==> config.mk <==
export PLATFORM = sky130hd
export DESIGN_NAME = vga_fill_arb
export DESIGN_NICKNAME = d
export VERILOG_FILES = /design/src/rtl/vga_fill_arb.sv
export SDC_FILE = /design/constraint.sdc
export NUM_CORES = 1
export LEC_CHECK = 0
export CAP_MARGIN = 20
export CORE_ASPECT_RATIO = 0.9
export CORE_MARGIN = 10
export CORE_UTILIZATION = 40
export DETAILED_ROUTE_END_ITERATION = 16
export DONT_BUFFER_PORTS = 1
export GPL_ROUTABILITY_DRIVEN = 0
export GPL_TIMING_DRIVEN = 0
export PLACE_DENSITY_LB_ADDON = 0.12
export SYNTH_ARGS = -nofsm -noshare
export SYNTH_HDL_FRONTEND = slang
export SYNTH_SLANG_ARGS = --single-unit
==> constraint.sdc <==
create_clock -name clk_i -period 10.2 [get_ports clk_i]
set_input_delay 3.06 -clock clk_i [delete_from_list [all_inputs] [get_ports clk_i]]
set_output_delay 3.06 -clock clk_i [all_outputs]
set_load 0.02 [all_outputs]
==> src/rtl/vga_fill_arb.sv <==
// vga_fill_arb
// Owns the VGA system-bus port and shares it between the CPU and a fill engine.
// The fill engine writes one constant word over a contiguous word range, for
// example to clear the screen or paint a region. The CPU normally wins the port.
// After STARVE_LIM consecutive lost cycles, the engine is forced one slot.
// The engine registers appear where cpu_addr_i[13:12] == 2'b11. Accesses to
// them are answered locally and are never forwarded to the VGA port.
//
// Ports
//   clk_i, rst_i        clock, asynchronous active-high reset
//   cpu_req_i/we/be/addr/wdata   CPU request side
//   cpu_rdata_o         read data, returned the cycle after an un-stalled read
//   cpu_stall_o         CPU must hold its request (engine took the slot)
//   vga_req_o/we/be/addr/wdata   request to the VGA controller
//   vga_rdata_i         VGA read data, valid the cycle after a read request
//   done_o              one-cycle pulse after the last fill word is issued
//
// Register map (word offset on cpu_addr_i[3:2])
//   0 DST   fill start byte address (bits[1:0] forced to 0)
//   1 LEN   word count
//   2 DATA  fill word
//   3 CTRL  write: bit0 start, bit1 abort
//     STAT  read : bit0 busy, bits[LEN_W+15:16] remaining words
module vga_fill_arb #(
  parameter int LEN_W      = 12,
  parameter int STARVE_LIM = 8
) (
  input  logic        clk_i,
  input  logic        rst_i,
  input  logic        cpu_req_i,
  input  logic        cpu_we_i,
  input  logic [3:0]  cpu_be_i,
  input  logic [31:0] cpu_addr_i,
  input  logic [31:0] cpu_wdata_i,
  output logic [31:0] cpu_rdata_o,
  output logic        cpu_stall_o,
  output logic        vga_req_o,
  output logic        vga_we_o,
  output logic [3:0]  vga_be_o,
  output logic [31:0] vga_addr_o,
  output logic [31:0] vga_wdata_o,
  input  logic [31:0] vga_rdata_i,
  output logic        done_o
);

  localparam int SW = $clog2(STARVE_LIM + 1);

  typedef enum logic {S_IDLE = 1'b0, S_RUN = 1'b1} state_t;

  state_t           r_state;
  state_t           w_state_next;

  logic [31:0]      r_dst;
  logic [LEN_W-1:0] r_len;
  logic [31:0]      r_data;
  logic [31:0]      r_ptr;
  logic [LEN_W-1:0] r_remaining;
  logic [SW-1:0]    r_starve;
  logic             r_done;
  logic             r_rd_pend;
  logic             r_rd_vga;
  logic [31:0]      r_reg_rdata;
  logic [31:0]      r_rdata_hold;

  logic             w_reg_sel;
  logic             w_cpu_vga;
  logic             w_reg_wr;
  logic             w_ctrl_wr;
  logic             w_busy;
  logic             w_start;
  logic             w_abort;
  logic             w_starved;
  logic             w_eng_grant;
  logic             w_last_word;
  logic             w_cpu_rd_ok;
  logic [31:0]      w_stat;
  logic [31:0]      w_reg_val;
  logic             w_unused;

  // Only the window select and word offset bits take part in the decode.
  assign w_unused = ^{cpu_addr_i[31:14], cpu_addr_i[11:4], cpu_addr_i[1:0]};

  // ---------------------------------------------------------------------------
  // Decode and arbitration
  // ---------------------------------------------------------------------------
  assign w_reg_sel   = (cpu_addr_i[13:12] == 2'b11);
  assign w_cpu_vga   = cpu_req_i & ~w_reg_sel;
  assign w_reg_wr    = cpu_req_i & cpu_we_i & w_reg_sel;
  assign w_ctrl_wr   = w_reg_wr & (cpu_addr_i[3:2] == 2'd3);
  assign w_busy      = (r_state == S_RUN);

  // Abort beats start when both bits are set in the same write.
  assign w_start     = w_ctrl_wr & cpu_wdata_i[0] & ~cpu_wdata_i[1] &
                       ~w_busy & (r_len != '0);
  assign w_abort     = w_ctrl_wr & cpu_wdata_i[1] & w_busy;

  assign w_starved   = (r_starve == SW'(STARVE_LIM));
  assign w_eng_grant = w_busy & (~w_cpu_vga | w_starved);
  assign w_last_word = w_eng_grant & (r_remaining == LEN_W'(1));

  // A CPU read completes whenever it is not stalled. Register reads never stall.
  assign w_cpu_rd_ok = cpu_req_i & ~cpu_we_i & ~(w_cpu_vga & w_eng_grant);

  // ---------------------------------------------------------------------------
  // FSM: state register
  // ---------------------------------------------------------------------------
  always_ff @(posedge clk_i or posedge rst_i) begin
    if (rst_i) begin
      r_state <= S_IDLE;
    end else begin
      r_state <= w_state_next;
    end
  end

  // ---------------------------------------------------------------------------
  // FSM: next state
  // ---------------------------------------------------------------------------
  always_comb begin
    w_state_next = r_state;
    case (r_state)
      S_IDLE: begin
        if (w_start) begin
          w_state_next = S_RUN;
        end
      end
      S_RUN: begin
        if (w_abort || w_last_word) begin
          w_state_next = S_IDLE;
        end
      end
      default: w_state_next = S_IDLE;
    endcase
  end

  // ---------------------------------------------------------------------------
  // FSM: outputs (VGA port mux, stall, read-data return)
  // ---------------------------------------------------------------------------
  always_comb begin
    vga_req_o   = 1'b0;
    vga_we_o    = 1'b0;
    vga_be_o    = 4'h0;
    vga_addr_o  = 32'h0;
    vga_wdata_o = 32'h0;
    if (w_eng_grant) begin
      vga_req_o   = 1'b1;
      vga_we_o    = 1'b1;
      vga_be_o    = 4'hF;
      vga_addr_o  = r_ptr;
      vga_wdata_o = r_data;
    end else if (w_cpu_vga) begin
      vga_req_o   = 1'b1;
      vga_we_o    = cpu_we_i;
      vga_be_o    = cpu_be_i;
      vga_addr_o  = cpu_addr_i;
      vga_wdata_o = cpu_wdata_i;
    end

    cpu_stall_o = w_cpu_vga & w_eng_grant;

    // Outside a read-return cycle the bus keeps showing the last returned word.
    if (r_rd_pend) begin
      cpu_rdata_o = r_rd_vga ? vga_rdata_i : r_reg_rdata;
    end else begin
      cpu_rdata_o = r_rdata_hold;
    end
  end

  assign done_o = r_done;

  // ---------------------------------------------------------------------------
  // Register read value, sampled in the request cycle
  // ---------------------------------------------------------------------------
  always_comb begin
    w_stat                = 32'h0;
    w_stat[LEN_W+15:16]   = r_remaining;
    w_stat[0]             = w_busy;
    case (cpu_addr_i[3:2])
      2'd0:    w_reg_val = r_dst;
      2'd1:    w_reg_val = 32'(r_len);
      2'd2:    w_reg_val = r_data;
      default: w_reg_val = w_stat;
    endcase
  end

  // ---------------------------------------------------------------------------
  // Configuration registers (frozen while a fill is running)
  // ---------------------------------------------------------------------------
  always_ff @(posedge clk_i or posedge rst_i) begin
    if (rst_i) begin
      r_dst  <= 32'h0;
      r_len  <= '0;
      r_data <= 32'h0;
    end else if (w_reg_wr && !w_busy) begin
      case (cpu_addr_i[3:2])
        2'd0:    r_dst  <= {cpu_wdata_i[31:2], 2'b00};
        2'd1:    r_len  <= cpu_wdata_i[LEN_W-1:0];
        2'd2:    r_data <= cpu_wdata_i;
        default: ;
      endcase
    end
  end

  // ---------------------------------------------------------------------------
  // Fill engine datapath and starvation counter
  // ---------------------------------------------------------------------------
  always_ff @(posedge clk_i or posedge rst_i) begin
    if (rst_i) begin
      r_ptr       <= 32'h0;
      r_remaining <= '0;
      r_starve    <= '0;
      r_done      <= 1'b0;
    end else begin
      if (w_start) begin
        r_ptr       <= r_dst;
        r_remaining <= r_len;
        r_starve    <= '0;
      end else if (w_abort) begin
        // A grant in the abort cycle still goes out. Nothing is left to count.
        r_remaining <= '0;
        r_starve    <= '0;
      end else if (w_eng_grant) begin
        r_ptr       <= r_ptr + 32'd4;
        r_remaining <= r_remaining - LEN_W'(1);
        r_starve    <= '0;
      end else if (w_busy && w_cpu_vga && !w_starved) begin
        r_starve    <= r_starve + SW'(1);
      end
      r_done <= w_last_word & ~w_abort;
    end
  end

  // ---------------------------------------------------------------------------
  // Read-return bookkeeping
  // ---------------------------------------------------------------------------
  always_ff @(posedge clk_i or posedge rst_i) begin
    if (rst_i) begin
      r_rd_pend    <= 1'b0;
      r_rd_vga     <= 1'b0;
      r_reg_rdata  <= 32'h0;
      r_rdata_hold <= 32'h0;
    end else begin
      r_rd_pend    <= w_cpu_rd_ok;
      r_rdata_hold <= cpu_rdata_o;
      if (w_cpu_rd_ok) begin
        r_rd_vga    <= w_cpu_vga;
        r_reg_rdata <= w_reg_val;
      end
    end
  end

endmodule

# Word level (Yosys, flattened, before mapping)
# Cells that the tools add are included.
op_classes:
  bitwise: 24
  n_mux: 26
  reduce_logical: 15
  addsub: 3
  eq_ne: 7
op_table:
  columns: ["op", "count"]
  rows:
  - ["32-bit 2-to-1 mux", 9]
  - ["32-bit one-hot mux with 3 select lines", 1]
  - ["12-bit 2-to-1 mux", 3]
  - ["32-bit by 3-bit adder with 32-bit output, second input constant", 1]
  - ["4-bit 2-to-1 mux", 6]
  - ["1-bit bitwise AND", 16]
  - ["12-bit by 1-bit == test with 1-bit output, second input constant", 1]
  - ["12-bit nonzero test", 1]
  - ["12-bit by 1-bit subtractor with 12-bit output, second input constant", 1]
  - ["2-bit AND reduction", 4]
  - ["1-bit NOT", 7]
  - ["2-bit == test, second input constant", 3]
  - ["1-bit 2-to-1 mux", 6]
  - ["4-bit by 1-bit adder with 4-bit output, second input constant", 1]
  - ["4-bit == test, second input constant", 1]
  - ["4-bit nonzero test", 1]
  - ["1-bit logical AND", 3]
  - ["3-bit nonzero test", 1]
  - ["2-bit by 1-bit == test with 1-bit output, second input constant", 1]
  - ["1-bit zero test", 2]
  - ["2-bit zero test", 1]
  - ["2-bit != test, second input constant", 1]
  - ["1-bit one-hot mux with 2 select lines", 1]
  - ["2-bit nonzero test", 1]
  - ["2 further kinds", 2]
word_totals:
  elab_cells: 87
  reg_bits: 190

# Depth between registers and ports, before layout
logic_depth:
  ltp_word: 10
  ltp_mapped: 9
  depth_no_buf: 8

# Worst setup path after synthesis
# No wires, ideal clock.
synth_path:
  path_type: "input-to-output"
  start: "in cpu_req_i"
  end: "out vga_addr_o[19]"
  path_slack_ps: 2773
  stages: 6
  t_arrival_ps: 4367
  cell_sequence: "a21bo_2 > o21ai_1 > buf_2 > buf_2 > buf_2 > o21ai_0"
synth_via:
  elab_chain_len: 5
synth_lines:
  columns: ["item", "line", "source"]
  rows:
  - ["start, declared", "30", "input logic cpu_req_i,"]
  - ["1-bit bitwise AND (*)", "87", "assign w_cpu_vga = cpu_req_i & ~w_reg_sel;"]
  - ["1-bit NOT", "98", "assign w_eng_grant = w_busy & (~w_cpu_vga | w_starved);"]
  - ["1-bit bitwise OR", "98", null]
  - ["1-bit bitwise AND", "98", null]
  - ["32-bit 2-to-1 mux (*)", "144", "if (w_eng_grant) begin"]
  - ["end, declared", "40", "output logic [31:0] vga_addr_o,"]
# Mark *: on every way between the ends. The rest lies on a longest branch, timed or not.

# Worst setup path after layout
layout_path:
  start: "in cpu_req_i"
  end: "out vga_wdata_o[11]"
layout_via:
  elab_chain_len: 5
layout_lines:
  columns: ["item", "line", "source"]
  rows:
  - ["1-bit bitwise AND (*)", "87", null]
  - ["1-bit NOT", "98", null]
  - ["1-bit bitwise OR", "98", null]
  - ["1-bit bitwise AND", "98", null]
  - ["32-bit 2-to-1 mux (*)", "144", null]
  - ["end, declared", "41", "output logic [31:0] vga_wdata_o,"]
# Marks and branches as above.

==> key figures <==
Status
  • Run status: finished clean

Layout
  • Most common cell after layout, fill and taps aside: nand2_1
  • Nets: roughly 1.2k
  • Utilization after layout: about 45%
  • Most frequent cells in the layout: nand2_1 (197), dfrtp_1 (188), nor2_1 (93)
  • ANT cells: 0
  • Finished Cell Area: ~11000 µm²
  • Layout cells sized above 1: between 10% and 20%
  • Fill cells: between 2k and 2.5k
  • Area delta synth->final: 9.99%

Synthesis
  • Post-Syn Nets: 1162
  • Cell Area, Synth: just under 10000 µm²
  • Synth cell types: 59
  • Synth Register Bits: roughly 190
  • Primary FF master, synth: dfrtp_1
  • Synthesized area per cell: ~9.4 µm²
  • Post-synthesis instance total: around 1.1k
  • Yosys warns: 0
  • Post-synth EDFFs: 0
  • Fraction of registers with async set/reset: 100%
  • Post-synthesis sequential area ratio: 47.4%

CTS
  • Resized cells post-CTS: 0
  • # Post-CTS Setup Buffers: 0
  • Clock buffer count from CTS: 17
  • CTS clk-pin slew, worst paths: about 0.08 ns
  • Longest Clk Path Bufs: 2
  • Clk_lat worst skew: roughly 0.43 ns
  • Root Buffer: clkbuf_16
  • CTS tree: done
  • CTS Sinks: 188
  • H-tree depth: 4
  • Hold_buf cts: 0

Global route
  • Initial antenna violation count: 0
  • Gr usage total: between 20% and 30%
  • Vias in the first global route: around 8.1k
  • Grt ovf: 0
  • Largest net degree at the start of global routing: between 100 and 150
  • First-pass GRT wire length: just over 50000 µm

Place
  • Port bufs: 0
  • Pre-CTS setup slack: 1.98 ns
  • DP Area: roughly 10000 µm²
  • Dpl hpwl: roughly 26000 µm

Power
  • Final Power: 2.06 mW
  • Reg power frac: a little under half
  • Switching power: a little over 0.7 mW
  • Clk pwr share: 32.4%
  • Sw Ratio: approximately a third
  • Pleak: around 5.0 nW
  • Power Density: approximately 190 nW/µm²
  • Gate power share: 22.1%
  • Maximum VDD drop: approximately 0.00010 V
  • Internal power: between 1 and 1.5 mW

Timing
  • Max Fclk: between 0.1 and 0.15 GHz
  • Post-route minimum period: between 8 and 9 ns
  • Hold Vio Cnt, Final: 0
  • Final Worst Setup Slack: ~1.9 ns
  • Max-slew violation count: 0
  • Period utilization: around 81%
  • RSZ-0062 raised after global routing: no
  • Rel. slew slack: 32.7%
  • Transition time of the tightest slew-check pin: 1.01 ns
  • Clock skew: 0.0142 ns
  • Final setup fails: 0

Floorplanning
  • Die Wd: 186 µm
  • I/O pin cnt: between 200 and 250
  • Row count: 54
  • Die H: about 170 µm
  • Starting density of the core: around two fifths
  • Floorplan Core Area: approximately 24000 µm²
  • Die area: 31500 µm²

Setup path
  • Crit path DAT: roughly 5.2 ns
  • CP Class: in -> out
  • CP endpoint kind: output pin
  • Worst EP required: ~7.1 ns
  • Startpoint types: primary input
  • Crit path max fanout: 10

Route
  • Routed wire length: 33600 µm
  • Vias per inst: 5.83
  • Routed Antenna Nets: 0
  • DRT Pass-1 Iters: 5
  • Routed len/inst: roughly 24 µm
  • Iter 0 DRT Violations: around 740
  • Vias: 8128
  • DRC: 0

Job
  • Max cap viols: 0

Worst hold path
  • Hold Crit Class: reg -> reg
-- flip-flops by register name, summed over array words and instances (netlist names) --
| name | cells |
|---|---|
| r_state | 1 |
| r_data | 32 |
| r_remaining | 12 |
| r_rd_vga | 1 |
| r_rd_pend | 1 |
| done_o | 1 |
| r_starve | 4 |
| r_reg_rdata | 32 |
| r_len | 12 |
| r_ptr | 30 |
| r_dst | 30 |
| r_rdata_hold | 32 |
-- power by group through the flow --
stage	Combinational (mW)	Clock [mW]	Sequential, mW
floorplan	0.359	0	0.914
global placement	0.452	0	0.948
detailed placement	0.459	0	0.949
CTS	0.460	0.676	0.935
global route	0.505	0.709	0.949
finish	0.455	0.667	0.937
-- per-layer routing --
metal  part of all wire, %  vias up  GRT usage (%)
li1                      -     3747              -
met1                    44     4087           28.0
met2                    47      255           33.5
met3                   7.3       39           5.54
met4                   2.5        0           6.62
met5                     0        -              0
-- path summary, 6_finish.rpt --
kind	end	slack [ns]	from	cells past startpoint
worst max-delay path	vga_wdata_o[11]	1.91	cpu_req_i	7
worst min-delay path	r_reg_rdata[5]	0.49	r_reg_rdata[5]	2
worst max register to register	r_rd_vga	7.46	r_starve[0]	9
worst min register to register	r_reg_rdata[5]	0.49	r_reg_rdata[5]	2
max in group asynchronous	r_data[15]	6.71	rst_i	2
min in group asynchronous	r_ptr[25]	2.53	rst_i	1
-- critical path: stages --
cell      delay (ns)
a21boi_1        0.11
clkbuf_1        0.32
a21oi_4         0.45
buf_2           0.37
clkbuf_1        0.51
nand2_1         0.18
nand2_1         0.22
-- Yosys cell counts (all sizes together) (2+ instances only) --
library cell / count / share of area (%)
a211oi: 3 / 0.23
a21o: 2 / 0.15
a21oi: 58 / 3.0
a221o: 3 / 0.30
a221oi: 14 / 1.2
a22o: 2 / 0.18
a22oi: 2 / 0.29
a31oi: 3 / 0.19
a32oi: 2 / 0.18
and2: 3 / 0.19
and3: 7 / 0.44
and4: 5 / 0.44
buf: 38 / 1.9
clkbuf: 36 / 1.4
dfrtp: 188 / 47
ha: 5 / 0.63
inv: 15 / 0.57
mux2: 87 / 9.9
mux2i: 50 / 5.0
nand2: 197 / 7.4
nand2b: 2 / 0.15
nand3: 79 / 4.0
nand3b: 2 / 0.15
nand4: 14 / 1.2
nand4b: 3 / 0.26
nor2: 93 / 3.5
nor2b: 5 / 0.31
nor3: 12 / 0.72
nor4: 13 / 1.3
o2111ai: 2 / 0.18
o211ai: 12 / 0.91
o21ai: 47 / 2.4
o311ai: 2 / 0.18
o31ai: 11 / 0.83
or2: 2 / 0.13
or3: 7 / 0.44
or4: 2 / 0.19
xnor2: 14 / 1.2
xor2: 3 / 0.26
-- per-stage QoR --
step	TNS [ns]	cells	hold WS, ns
after floorplan	0	1053	0.448
after global placement	-92.59	1361	0.475
after detailed placement	0	1362	0.479
after CTS	0	1394	0.497
after global routing	0	1394	0.524
final	0	1394	0.492
-- final cells by class --
cell class	instances	area [µm²]	share of cell area (%)
sequential	188	4700	43.1
tap	308	385	3.53
buffer	74	320	2.93
clock inverter	12	125	1.15
multi-input combinational	776	4850	44.4
inverter	15	63.8	0.584
clock buffer	20	447	4.09
timing repair buffer	1	27.5	0.252
-- logic make-up (layout without fill, tap and decap cells) --
| family | count (synthesis) | count (layout) | share of synthesized area [%] |
|---|---|---|---|
| compound gates | 170 | 170 | 10.9 |
| xor+xnor | 17 | 17 | 1.50 |
| fa+ha+maj | 5 | 5 | 0.630 |
| buf+inv | 89 | 122 | 3.79 |
| flops | 188 | 188 | 47.4 |
| mux | 137 | 137 | 14.9 |
| simple gates | 447 | 447 | 20.9 |
Note: power is estimated with default switching activity, not from simulation.
